`src/rtl/icap_pkg.sv`:
```
// icap_pkg: shared capture-mode encoding and prescaler terminal counts
package icap_pkg;

    typedef enum logic [2:0] {
        ICM_OFF   = 3'd0,
        ICM_EVERY = 3'd1,
        ICM_FALL  = 3'd2,
        ICM_RISE  = 3'd3,
        ICM_DIV4  = 3'd4,
        ICM_DIV16 = 3'd5,
        ICM_EDGE  = 3'd6,
        ICM_WAKE  = 3'd7
    } icm_e;

    localparam logic [3:0] PS_TC_DIV4  = 4'd3;
    localparam logic [3:0] PS_TC_DIV16 = 4'd15;

endpackage

```
`src/rtl/icap_fifo.sv`:
```
// icap_fifo: circular capture buffer with flush and simultaneous push/pop
module icap_fifo #(
    parameter int TW    = 16,
    parameter int DEPTH = 4
) (
    input  logic                       clk_i,
    input  logic                       rst_i,
    input  logic                       push,
    input  logic                       pop,
    input  logic                       flush,
    input  logic [TW-1:0]              din,
    output logic                       full,
    output logic                       empty,
    output logic [$clog2(DEPTH):0]     level,
    output logic [TW-1:0]              head
);

    localparam int AW = $clog2(DEPTH);

    logic [TW-1:0] mem [DEPTH];
    logic [AW-1:0] wr_ptr, rd_ptr;
    logic [AW:0]   count, cnt_d;
    logic          empty_q, do_push, do_pop;

    assign full  = count == (AW+1)'(DEPTH);
    assign empty = empty_q;
    assign level = count;
    assign head  = empty_q ? '0 : mem[rd_ptr];

    // Qualify requests: a pop needs data, a push needs room or a same-cycle pop
    always_comb begin
        do_pop  = pop && !empty_q && !flush;
        do_push = push && (!full || do_pop) && !flush;
        cnt_d   = count + (AW+1)'(do_push) - (AW+1)'(do_pop);
    end

    // Pointer, occupancy and empty-flag registers
    always_ff @(posedge clk_i or posedge rst_i) begin
        if (rst_i) begin
            wr_ptr  <= '0;
            rd_ptr  <= '0;
            count   <= '0;
            empty_q <= 1'b1;
        end else if (flush) begin
            wr_ptr  <= '0;
            rd_ptr  <= '0;
            count   <= '0;
            empty_q <= 1'b1;
        end else begin
            if (do_push) wr_ptr <= wr_ptr + AW'(1);
            if (do_pop)  rd_ptr <= rd_ptr + AW'(1);
            count   <= cnt_d;
            empty_q <= cnt_d == '0;
        end
    end

    // Storage array; contents are don't-care until written
    always_ff @(posedge clk_i) begin
        if (do_push) mem[wr_ptr] <= din;
    end

endmodule

```
`src/rtl/icap_controller.sv`:
```
// icap_controller: prescales qualified edges, captures timer values and raises interrupts
module icap_controller
    import icap_pkg::*;
#(
    parameter int TW    = 16,
    parameter int DEPTH = 4
) (
    input  logic          clk_i,
    input  logic          rst_i,
    input  logic [2:0]    icm_i,
    input  logic [1:0]    ici_i,
    input  logic          edge_i,
    input  logic [TW-1:0] timer_i,
    input  logic          rd_i,
    output logic [TW-1:0] buf_o,
    output logic          bne_o,
    output logic          ov_o,
    output logic          irq_o
);

    localparam int AW = $clog2(DEPTH);

    icm_e        mode, mode_q;
    logic        off, mode_chg, cap, pop_ok, push_ok, drop, irq_d, ov_d;
    logic [3:0]  pcnt_q, pcnt_d, pc_eff;
    logic [1:0]  ccnt_q, ccnt_d, cc_eff;
    logic        full, empty;
    logic [AW:0] level;

    assign mode     = icm_e'(icm_i);
    assign off      = mode == ICM_OFF;
    assign mode_chg = mode != mode_q;
    assign bne_o    = !empty;

    icap_fifo #(.TW(TW), .DEPTH(DEPTH)) u_fifo (
        .clk_i (clk_i),
        .rst_i (rst_i),
        .push  (push_ok),
        .pop   (pop_ok),
        .flush (off),
        .din   (timer_i),
        .full  (full),
        .empty (empty),
        .level (level),
        .head  (buf_o)
    );

    // Prescaler, capture decision, capture counter, overflow and interrupt next-state
    always_comb begin
        pc_eff = mode_chg ? 4'd0 : pcnt_q;
        cc_eff = mode_chg ? 2'd0 : ccnt_q;
        pcnt_d = pc_eff;
        cap    = 1'b0;
        irq_d  = 1'b0;
        case (mode)
            ICM_EVERY, ICM_FALL, ICM_RISE: cap = edge_i;
            ICM_DIV4: if (edge_i) begin
                cap    = pc_eff == PS_TC_DIV4;
                pcnt_d = cap ? 4'd0 : pc_eff + 4'd1;
            end
            ICM_DIV16: if (edge_i) begin
                cap    = pc_eff == PS_TC_DIV16;
                pcnt_d = cap ? 4'd0 : pc_eff + 4'd1;
            end
            ICM_EDGE, ICM_WAKE: irq_d = edge_i;
            default: pcnt_d = 4'd0;
        endcase
        pop_ok  = rd_i && !empty && !off;
        push_ok = cap && (!full || pop_ok);
        drop    = cap && full && !pop_ok;
        ccnt_d  = off ? 2'd0 : cc_eff;
        if (push_ok) begin
            irq_d  = cc_eff == ici_i;
            ccnt_d = (cc_eff == ici_i) ? 2'd0 : cc_eff + 2'd1;
        end
        ov_d = off ? 1'b0 :
               drop ? 1'b1 :
               (pop_ok && !push_ok && level == (AW+1)'(1)) ? 1'b0 : ov_o;
    end

    // Mode, prescaler, capture count and status registers
    always_ff @(posedge clk_i or posedge rst_i) begin
        if (rst_i) begin
            mode_q <= ICM_OFF;
            pcnt_q <= '0;
            ccnt_q <= '0;
            ov_o   <= 1'b0;
            irq_o  <= 1'b0;
        end else begin
            mode_q <= mode;
            pcnt_q <= pcnt_d;
            ccnt_q <= ccnt_d;
            ov_o   <= ov_d;
            irq_o  <= irq_d;
        end
    end

endmodule

```
`config.mk`:
```
export PLATFORM = sky130hd
export DESIGN_NAME = icap_controller
export DESIGN_NICKNAME = d
export VERILOG_FILES = /design/src/rtl/icap_pkg.sv /design/src/rtl/icap_fifo.sv /design/src/rtl/icap_controller.sv
export SDC_FILE = /design/constraint.sdc
export NUM_CORES = 1
export LEC_CHECK = 0
export BUFFER_PORTS_ARGS = -buffer_cell sky130_fd_sc_hd__buf_2
export CORE_UTILIZATION = 57
export DETAILED_ROUTE_END_ITERATION = 6
export GPL_TIMING_DRIVEN = 0
export HOLD_SLACK_MARGIN = 0.1
export PLACE_DENSITY = 0.78
export SYNTH_ARGS = -nofsm -noshare
export SYNTH_HDL_FRONTEND = slang
export SYNTH_SLANG_ARGS = --single-unit
```
`constraint.sdc`:
```
create_clock -name clk_i -period 4.8 [get_ports clk_i]
set_input_delay 0.24 -clock clk_i [delete_from_list [all_inputs] [get_ports clk_i]]
set_output_delay 0.24 -clock clk_i [all_outputs]
set_load 0.005 [all_outputs]
```
# After elaboration in Yosys (flattened, before gate mapping)
# Memories as Yosys holds them, arrays and structs flattened.
# Index checks and enable logic that the tools add are counted.
word_totals:
  ff_bits: 19
  mem_bits_rw: 64
  wordCells: 82
  memories: 1
classes:
  n_addsub: 6
  n_eq_ne: 13
  n_mux: 27
  n_reduce_logical: 26
mem_list:
  columns: ["memory", "depth", "width", "rd", "rd_clocked_by_memory_dff", "wr", "line", "text"]
  rows:
  - ["u_fifo.mem", 4, 16, 1, 0, 1, "icap_fifo.sv:20", "logic [TW-1:0] mem [DEPTH];"]
ops:
  columns: ["operator", "count"]
  rows:
  - ["$mux W4", 5]
  - ["$mux W16", 1]
  - ["$mux W2", 8]
  - ["$eq A3 B3 Y1 const B", 5]
  - ["$pmux W4 S3", 1]
  - ["$logic_and A1 B1 Y1", 11]
  - ["$mux W1", 10]
  - ["$add A2 B1 Y2 const B", 3]
  - ["$eq A3 B1 Y1 const B", 2]
  - ["$eq A3 B2 Y1 const B", 2]
  - ["$logic_not A3 Y1", 2]
  - ["$logic_not A1 Y1", 5]
  - ["$reduce_or A5 Y1", 1]
  - ["$add A4 B1 Y4 const B", 1]
  - ["$eq A4 B2 Y1 const B", 1]
  - ["$eq A4 B4 Y1 const B", 1]
  - ["$reduce_bool A2 Y1", 2]
  - ["$add A3 B1 Y3", 1]
  - ["$mux W3", 1]
  - ["$ne A3 B3 Y1", 1]
  - ["$pmux W1 S3", 1]
  - ["$reduce_bool A3 Y1", 1]
  - ["$reduce_or A3 Y1", 1]
  - ["$sub A3 B1 Y3", 1]
  - ["3 further kinds", 4]

# Logic depth before layout (Yosys ltp)
# Gate-level depths: netlist (run 1).
depth:
  depth_word: 12
  mapped_depth: 16
  ltp_nobuf: 15

# Cells and area by module
# From an unflattened synthesis (run 1), not the netlist that was laid out.
hier_totals:
  cells_unflattened: 253
  area_unflattened_um2: 3791.1
modules_own_cells:
  columns: ["module", "instances", "cells_each", "area_each_um2"]
  rows:
  - ["icap_fifo", 1, 153, 2947.8]
  - ["icap_controller", 1, 100, 843.3]

# Least setup slack after synthesis (run 1)
# Ideal clock, no wire load.
synth_timing:
  path_kind: "in2reg"
  from: "in icm_i[1]"
  to: "reg u_fifo.empty_q, in the netlist u_fifo.empty"
  setup_ps: 78
  arrival_time_ps: 3462
  required_time_ps: 4722
  slack_ps: 1260
  path_stages: 16
  path_cell_list: "buf_6 xor2_2 nor3_1 nand2_1 inv_1 ha_1 nand4b_1 or4_1 o311a_2 nor2_1 ha_1 inv_1 fa_1 xor2_1 xnor2_1 a31o_2"
synth_between:
  elab_chain_cells: 12
  elab_cells_between_ends: 27
  classes_between: "add/sub: 2; eq/ne: 8; mux: 5; reduce/logical: 12"
synth_lines:
  columns: ["item", "line", "text"]
  rows:
  - ["start, declared", "icap_controller.sv:10", "input logic [2:0] icm_i,"]
  - ["$ne A3 B3 Y1 / $logic_not A3 Y1 (equally long branches)", "icap_controller.sv:32, icap_controller.sv:31", null]
  - ["$mux W4 / $logic_not A1 Y1 (equally long branches)", null, null]
  - ["$eq A4 B4 Y1 (tied with other cells)", "icap_controller.sv:62", "cap = pc_eff == PS_TC_DIV16;"]
  - ["$mux W1 (tied with other cells)", "icap_controller.sv:61", "ICM_DIV16: if (edge_i) begin"]
  - ["$pmux W1 S3 / $logic_and A1 B1 Y1 (equally long branches)", "icap_controller.sv:55, icap_fifo.sv:32", null]
  - ["$logic_and A1 B1 Y1 / $logic_or A1 B1 Y1 (equally long branches)", "icap_controller.sv:69, icap_fifo.sv:33", null]
  - ["$logic_and A1 B1 Y1 (2 in a row)", "icap_fifo.sv:33", "do_push = push && (!full || do_pop) && !flush;"]
  - ["$add A3 B1 Y3", "icap_fifo.sv:34", "cnt_d = count + (AW+1)'(do_push) - (AW+1)'(do_pop);"]
  - ["$sub A3 B1 Y3", "icap_fifo.sv:34", null]
  - ["$logic_not A3 Y1", "icap_fifo.sv:53", "empty_q <= cnt_d == '0;"]
  - ["$mux W1 *", "icap_fifo.sv:44", "end else if (flush) begin"]
  - ["end signal, assigned", "icap_fifo.sv:43", "empty_q <= 1'b1;"]
  - ["end signal, assigned", "icap_fifo.sv:48", "empty_q <= 1'b1;"]
  - ["end signal, assigned", "icap_fifo.sv:53", null]
  - ["end, declared", "icap_fifo.sv:23", "logic empty_q, do_push, do_pop;"]
# Mark *: on every way between the ends. The rest lies on a longest branch, timed or not.
# A chain may end at the register's enable or synchronous reset.

# Final worst setup path (run 1)
# Same ends and word-level chain as after synthesis.

==> results of run 1 <==
==> layout by cell type, fill, tap and decap left out, types with 3 or more instances in the layout <==
cell type	n
a21oi_1	4
and2_1	21
buf_2	45
clkbuf_1	6
clkbuf_8	9
dfrtp_1	18
dlygate4sd3_1	18
edfxtp_1	64
ha_1	7
inv_1	14
mux4_2	16
nand2_1	6
nor2_1	13
nor2b_1	3
nor3_1	4
o21ai_0	3
xnor2_1	3
xor2_1	4
==> metal layers <==
metal  wire length (µm)  track usage (%)
met1               2647            25.83
met3                246            5.667
met2               3143            35.50
met5                  0                0
met4                 85            8.036
==> critical path, cell delays in order <==
cell and delay [ns]:
dlygate4sd3_1 0.54, buf_2 0.13, buf_6 0.13, xor2_2 0.19, nor3_1 0.67, nand2_1 0.21
inv_1 0.10, ha_1 0.20, nand4b_1 0.14, or4_1 0.49, o311a_2 0.18, nor2_1 0.42
ha_1 0.23, inv_1 0.05, fa_1 0.36, xor2_1 0.16, xnor2_1 0.15, a31o_2 0.26
==> final timing paths <==
check / startpoint / to / slack (ns) / cells after the start
min in group asynchronous: rst_i / mode_q[1] / 0.56 / 3
min reg2reg: u_fifo.level[0] / ov_o / 0.50 / 1
max reg2reg: mode_q[2] / u_fifo.empty / 0.56 / 15
max: icm_i[1] / u_fifo.empty / 0.24 / 18
min: timer_i[0] / u_fifo.mem[0][0] / 0.12 / 1
max in group asynchronous: rst_i / u_fifo.level[2] / 3.78 / 3
==> stage by stage <==
step | setup slack [ns] | power (mW) | util, %
final | 0.2371 | 1.949 | 70.97
after global routing | 0.01980 | 2.073 | 70.97
after CTS | 0.2970 | 1.977 | 70.97
after detailed placement | 0.4648 | 1.497 | 64.91
after global placement | 0.5648 | 1.472 | 64.91
after floorplan | 1.260 | 1.308 | -
==> power breakdown <==
| group | total, mW | switching, mW | internal (mW) |
|---|---|---|---|
| Clock | 0.466 | 0.228 | 0.238 |
| Sequential | 0.893 | 0.0378 | 0.855 |
| Combinational | 0.590 | 0.280 | 0.310 |
| Total | 1.95 | 0.546 | 1.40 |
==> layout make-up <==
class	instances	area share, %
buffer	9	1.053
clock buffer	11	3.072
clock inverter	5	1.258
inverter	14	1.229
multi-input combinational	120	25.98
sequential	83	56.09
tap	75	2.194
timing repair buffer	60	9.128
==> flip-flops by register name, indices dropped and copies added, names as in the netlist <==
register and cells:
ov_o 1, u_fifo.mem 64, ccnt_q 2, pcnt_q 4, u_fifo.wr_ptr 2, u_fifo.rd_ptr 2, irq_o 1, u_fifo.level 3
u_fifo.empty 1, mode_q 3
==> logic make-up (layout without fill, tap and decap cells) <==
family | after synthesis | in the layout | synth area share [%]
DFF | 83 | 83 | 66.49
and+or+nand+nor | 59 | 59 | 9.123
AOI/OAI and AO/OA | 27 | 27 | 5.931
buffers and inverters | 23 | 99 | 2.705
muxes | 18 | 18 | 10.61
adders and majority gates | 8 | 8 | 2.983
xor gates and xnor gates | 8 | 8 | 2.151
==> reports/metrics.csv, run 1 <==
stage,metric,value,unit
cells_and_area,Nets,330,
timing,TNS Setup,0,ns
timing,worst hold slack,0.1161,ns
routing,Post-Route WL,6122,µm
logic_synthesis,Synth Instances,226,
die,Initial Utilization,59.86,%
clock_network,H-tree levels,3,
die,Die Width,81.55,µm
setup_path,CP Capture Type,register,
setup_path,worst setup path class,input port to register,
clock_network,CTS sink count,83,
routing,Via density,5.565,
timing,Max-slew headroom,44.83,%
grt,pin count of the biggest net entering global routing,20,
routing,DRC Markers,0,
logic_synthesis,Main synth FF type,edfxtp_1,
logic_synthesis,Synth top area share,53.28,%
logic_synthesis,Post-Syn Area,3607,µm²
job,Max-cap violations,0,
place,Buffers on Ports,42,
cells_and_area,Antenna Cells,0,
timing,period utilization,95.06,%
timing,Layout Skew,0.004889,ns
logic_synthesis,synth cell count leaders,"edfxtp_1 (64), and2_1 (21), dfrtp_1 (18)",
grt,initial antenna violation count,0,
timing,final hold vios,0,
power,Worst VDD drop,280.6,µV
logic_synthesis,most frequent cell after synthesis,edfxtp_1,
grt,Total GRT Usage,21.01,%
timing,Final Max Slew Viols,0,
die,die height,81.55,µm
die,I/O pins,44,
logic_synthesis,synthesized flop and latch total,83,
cells_and_area,share of cells above drive strength 1,27.81,%
timing,Max Fclk,219.2,MHz
timing,"Min Clock Period, post-route",4.563,ns
setup_path,Worst Setup Start Kind,input port,
logic_synthesis,post-synthesis cell type count,47,
grt,gr ovfl total,0,
die,row cnt,28,
place,placed inst area,3911,µm²
routing,DR WL/cell,16.24,µm
logic_synthesis,"EDFF count, synth",64,
place,hpwl dp,3985,µm
cells_and_area,Layout area overhead,18.56,%
logic_synthesis,Synth area leaders,"edfxtp_1 (53%), dfrtp_1 (12%), mux4_2 (10%)",
logic_synthesis,"Seq/Total Area, Yosys",66.49,%
setup_path,worst path arrival time,4.85,ns
timing,Final Setup Violations,0,
timing,unrepaired setup endpoints after global routing,false,
clock_network,Post-CTS Resized,0,
setup_path,critical-path maximum fanout,9,
die,area of the die,6650,µm²
routing,routed vias,2098,
grt,vias in the first global route,2048,
cells_and_area,final std cells w/o fill,377,
routing,Final ANT Viol Nets,0,
logic_synthesis,synthesized net count,259,
logic_synthesis,ys async rst share,22.89,%
timing,Tightest Pin Transition,0.8275,ns
min_path,hold crit path type,input port to register,
setup_path,"Req. time, crit path",5.08,ns
clock_network,Hold Buf Count CTS,18,
outcome,status,finished clean,
cells_and_area,final instance area,4277,µm²
cells_and_area,FILL cells,400,
logic_synthesis,synthesized area per cell,15.96,µm²
routing,drt first-iter violations,89,
clock_network,CTS tree,done,
logic_synthesis,post-synth top area cell,edfxtp_1,
logic_synthesis,Synth Warn #,0,
routing,TritonRoute pass-1 iters,4,
clock_network,Worst-path clk slew,0.08,ns
power,Power Dens Cells,455.8,nW/µm²
place,RD Place Congestion,0.8573,
grt,first-pass GRT wire length,9832,µm
power,P_leak,1.591,nW
cells_and_area,multi-input logic area,1111,µm²
clock_network,Skew-Pair Late Insertion Delay,0.35,ns
clock_network,Clock Path Buffers,2,
place,placed cell count,343,
clock_network,Inserted Clock Buffers,9,
die,core outline area,6026,µm²
cells_and_area,storage element area,2399,µm²
clock_network,setup bufs post-CTS,0,
clock_network,Root Buffer,clkbuf_8,
Note: power is estimated with default switching activity, not from simulation.
==> run 2, diff against run 1 <==
- ABC_AREA: default -> 1
- CORE_UTILIZATION: 57 -> 58
- PLACE_DENSITY: 0.78 -> 0.79
==> reports/metrics.csv, run 2 <==
stage,metric,value,unit,change
outcome,status,finished clean,,unchanged
logic_synthesis,Synth Instances,355,,was 226
die,Initial Utilization,61.56,%,was 59.86%
setup_path,Worst Setup Start Kind,input port,,unchanged
timing,Final Max Slew Viols,0,,unchanged
setup_path,Levels on crit path,14,,was 18
timing,Max-slew headroom,36.49,%,was 44.83%
logic_synthesis,Synth top area share,51.51,%,was 53.28%
clock_network,H-tree levels,3,,unchanged
routing,DRC Markers,0,,unchanged
routing,routed vias,2757,,was 2098
logic_synthesis,"Seq/Total Area, Yosys",64.29,%,was 66.49%
cells_and_area,Regs by FF count,"u_fifo.mem (64), pcnt_q (4)",,unchanged
logic_synthesis,Synth Warn #,0,,unchanged
clock_network,Worst-path clk slew,0.09,ns,was 0.08 ns
logic_synthesis,most frequent cell after synthesis,nor2_1,,was edfxtp_1
power,Final Power,2.190,mW,was 1.949 mW
cells_and_area,"commonest non-fill, non-tap cells in the layout","nor2_1 (79), edfxtp_1 (64), buf_2 (45), nand2_1 (36), o21ai_0 (36)",,"was edfxtp_1 (64), buf_2 (45), and2_1 (21), dfrtp_1 (18), dlygate4sd3_1 (18)"
logic_synthesis,ys async rst share,22.89,%,unchanged
die,I/O pins,44,,unchanged
cells_and_area,share of cells above drive strength 1,18.79,%,was 27.81%
grt,Total GRT Usage,25.04,%,was 21.01%
setup_path,CP Launch Point,icm_i[1],,unchanged
setup_path,crit-path cells,dlygate4sd3_1 -> buf_2 -> inv_1 -> nand2_1 -> nand2_1 -> nand3_4 -> nor2_1 -> ha_1 -> nand2_1 -> nand2_1 -> nand3_2 -> nand2_4 -> nand3_4 -> nor2_2,,was dlygate4sd3_1 -> buf_2 -> buf_6 -> xor2_2 -> nor3_1 -> nand2_1 -> inv_1 -> ha_1 -> nand4b_1 -> or4_1 -> o311a_2 -> nor2_1 -> ha_1 -> inv_1 -> fa_1 -> xor2_1 -> xnor2_1 -> a31o_2
cells_and_area,Antenna Cells,0,,unchanged
power,P_leak,1.804,nW,was 1.591 nW
timing,Layout Skew,0.006761,ns,was 0.004889 ns
logic_synthesis,"EDFF count, synth",64,,unchanged
grt,first-pass GRT wire length,12070,µm,was 9832 µm
timing,"Min Clock Period, post-route",3.183,ns,was 4.563 ns
setup_path,CP dominant cell by count,nand2_1,,
die,Die Width,82.21,µm,was 81.55 µm
clock_network,Inserted Clock Buffers,9,,unchanged
grt,gr ovfl total,0,,unchanged
die,core outline area,6061,µm²,was 6026 µm²
cells_and_area,Nets,459,,was 330
setup_path,worst path bufs/invs,3,,was 5
timing,Final Setup Violations,0,,unchanged
clock_network,Root Buffer,clkbuf_8,,unchanged
place,RD Place Congestion,0.7886,,was 0.8573
routing,Final ANT Viol Nets,0,,unchanged
timing,Tightest Pin Transition,0.9516,ns,was 0.8275 ns
clock_network,Post-CTS Resized,0,,unchanged
timing,period utilization,66.31,%,was 95.06%
setup_path,"Req. time, crit path",4.78,ns,was 5.08 ns
timing,final hold vios,0,,unchanged
setup_path,Worst R2R Start,mode_q[1],,was mode_q[2]
clock_network,Skew-Pair Late Insertion Delay,0.36,ns,was 0.35 ns
timing,Max Fclk,314.2,MHz,was 219.2 MHz
cells_and_area,max reg flops,64,,unchanged
grt,pin count of the biggest net entering global routing,20,,unchanged
logic_synthesis,Post-Syn Area,3731,µm²,was 3607 µm²
die,row cnt,28,,unchanged
place,hpwl dp,4945,µm,was 3985 µm
grt,initial antenna violation count,0,,unchanged
setup_path,crit path capture,u_fifo.mem[2][4],,was u_fifo.empty
routing,Post-Route WL,7856,µm,was 6122 µm
timing,unrepaired setup endpoints after global routing,false,,unchanged
die,area of the die,6758,µm²,was 6650 µm²
routing,TritonRoute pass-1 iters,5,,was 4
setup_path,critical path's slowest cell,nor2_2,,was nor3_1
routing,drt first-iter violations,194,,was 89
cells_and_area,"commonest non-fill, non-tap cell in the layout",nor2_1,,was edfxtp_1
routing,Via density,5.449,,was 5.565
setup_path,worst path arrival time,3.17,ns,was 4.85 ns
setup_path,worst setup path class,input port to register,,unchanged
setup_path,CP top delay family,simple AND/OR/NAND/NOR gates,,unchanged
setup_path,reg2reg path depth,12,,was 15
setup_path,RR Endpoint,u_fifo.mem[2][4],,was u_fifo.empty
setup_path,critical-path maximum fanout,16,,was 9
logic_synthesis,post-synth top area cell,edfxtp_1,,unchanged
die,die height,82.21,µm,was 81.55 µm
setup_path,reg2reg setup slack,1.80,ns,was 0.56 ns
logic_synthesis,Synth area leaders,"edfxtp_1 (52%), dfrtp_1 (12%), nor2_1 (8.4%)",,"was edfxtp_1 (53%), dfrtp_1 (12%), mux4_2 (10%)"
setup_path,CP Capture Type,register,,unchanged
logic_synthesis,Main synth FF type,edfxtp_1,,unchanged
timing,final setup margin,1.617,ns,was 0.2371 ns
cells_and_area,Largest Register,u_fifo.mem,,unchanged
power,Worst VDD drop,352.0,µV,was 280.6 µV
place,Buffers on Ports,43,,was 42
job,Max-cap violations,0,,unchanged
min_path,hold crit path type,input port to register,,unchanged
logic_synthesis,synthesized net count,388,,was 259
grt,vias in the first global route,2646,,was 2048
clock_network,CTS tree,done,,unchanged
clock_network,CTS sink count,83,,unchanged
routing,DR WL/cell,15.53,µm,was 16.24 µm
logic_synthesis,synthesized flop and latch total,83,,unchanged
cells_and_area,fin util,73.06,%,was 70.97%
timing,TNS Setup,0,ns,unchanged
logic_synthesis,synth cell count leaders,"nor2_1 (83), edfxtp_1 (64), nand2_1 (36), o21ai_0 (36), inv_1 (35)",,"was edfxtp_1 (64), and2_1 (21), dfrtp_1 (18)"
clock_network,Clock Path Buffers,2,,unchanged
setup_path,"slowest stage delay, CP",0.78,ns,was 0.67 ns
cells_and_area,Layout area overhead,18.68,%,was 18.56%
power,Power Dens Cells,494.6,nW/µm²,was 455.8 nW/µm²
logic_synthesis,synthesized area per cell,10.51,µm²,was 15.96 µm²
place,DP Worst Slack,1.813,ns,was 0.4648 ns
logic_synthesis,post-synthesis cell type count,35,,was 47
==> run 2: cell count changes in the layout (fill, tap and decap cells not counted), moves of 16 or more <==
| cell | change |
|---|---|
| nand2_1 | +30 |
| and2_1 | -20 |
| mux4_2 | -16 |
| inv_1 | +21 |
| nor2_1 | +66 |
| o21ai_0 | +33 |
==> run 2: worst min path at each step <==
stage / startpoint / to / slack [ns] / depth (start not counted)
2_1_floorplan: rst_i / ccnt_q[0] / 0.19 / 1
3_3_place_gp: rst_i / ov_o / 0.39 / 2
3_5_place_dp: rst_i / ov_o / 0.40 / 2
4_1_cts: timer_i[13] / u_fifo.mem[2][13] / 0.10 / 1
6_report: timer_i[13] / u_fifo.mem[3][13] / 0.12 / 1
5_1_grt: timer_i[10] / u_fifo.mem[1][10] / 0.11 / 1
==> run 2: metrics by stage <==
step	cell area [µm²]	hold slack, ns	std cells
after floorplan	3731	0.1904	355
after global placement	4040	0.3874	473
after detailed placement	4050	0.4009	473
after CTS	4428	0.1006	506
after global routing	4428	0.1119	506
final	4428	0.1205	506
==> run 2: area by class of cell <==
class / count / area, µm²
fill: 430 / 1633
multi-input combinational: 221 / 1149
clock inverter: 7 / 83.83
clock buffer: 9 / 123.9
tap: 75 / 93.84
buffer: 13 / 51.30
inverter: 38 / 142.6
sequential: 83 / 2399
timing repair buffer: 60 / 385.4
==> run 2: cells by family after synthesis <==
| kind of cell | after synthesis | share of synthesized area [%] |
|---|---|---|
| xor+xnor | 6 | 1.610 |
| compound gates | 59 | 8.417 |
| simple gates | 148 | 17.61 |
| fa+ha+maj | 8 | 2.884 |
| buf+inv | 51 | 5.198 |
| flops | 83 | 64.29 |
==> run 2: repair_timing <==
action,CTS,global route
hold endpoints to repair,68,0
setup buffers,0,0
hold buffers,17,0
==> run 2: worst register-to-register path: cells and delay by family (launching register included) <==
family / cells / cell delay [ns]
buf+inv: 1 / 0.09
simple gates: 10 / 1.89
flops: 1 / 0.39
fa+ha+maj: 1 / 0.26
==> run 2: power breakdown <==
part / internal [mW] / leakage, nW / switching [mW]
combinational: 0.279 / 0.881 / 0.497
clock: 0.249 / 0.102 / 0.267
sequential: 0.865 / 0.821 / 0.0333
total: 1.39 / 1.80 / 0.797
==> run 2: per-layer routing <==
layer | global-route usage, % | share of wire, % | vias to the layer above
met3 | 4.396 | 5.8 | 6
met1 | 33.23 | 43 | 1316
met4 | 12.81 | 1.0 | 0
met5 | 0 | 0 | -
li1 | - | - | 1329
met2 | 39.75 | 50 | 106
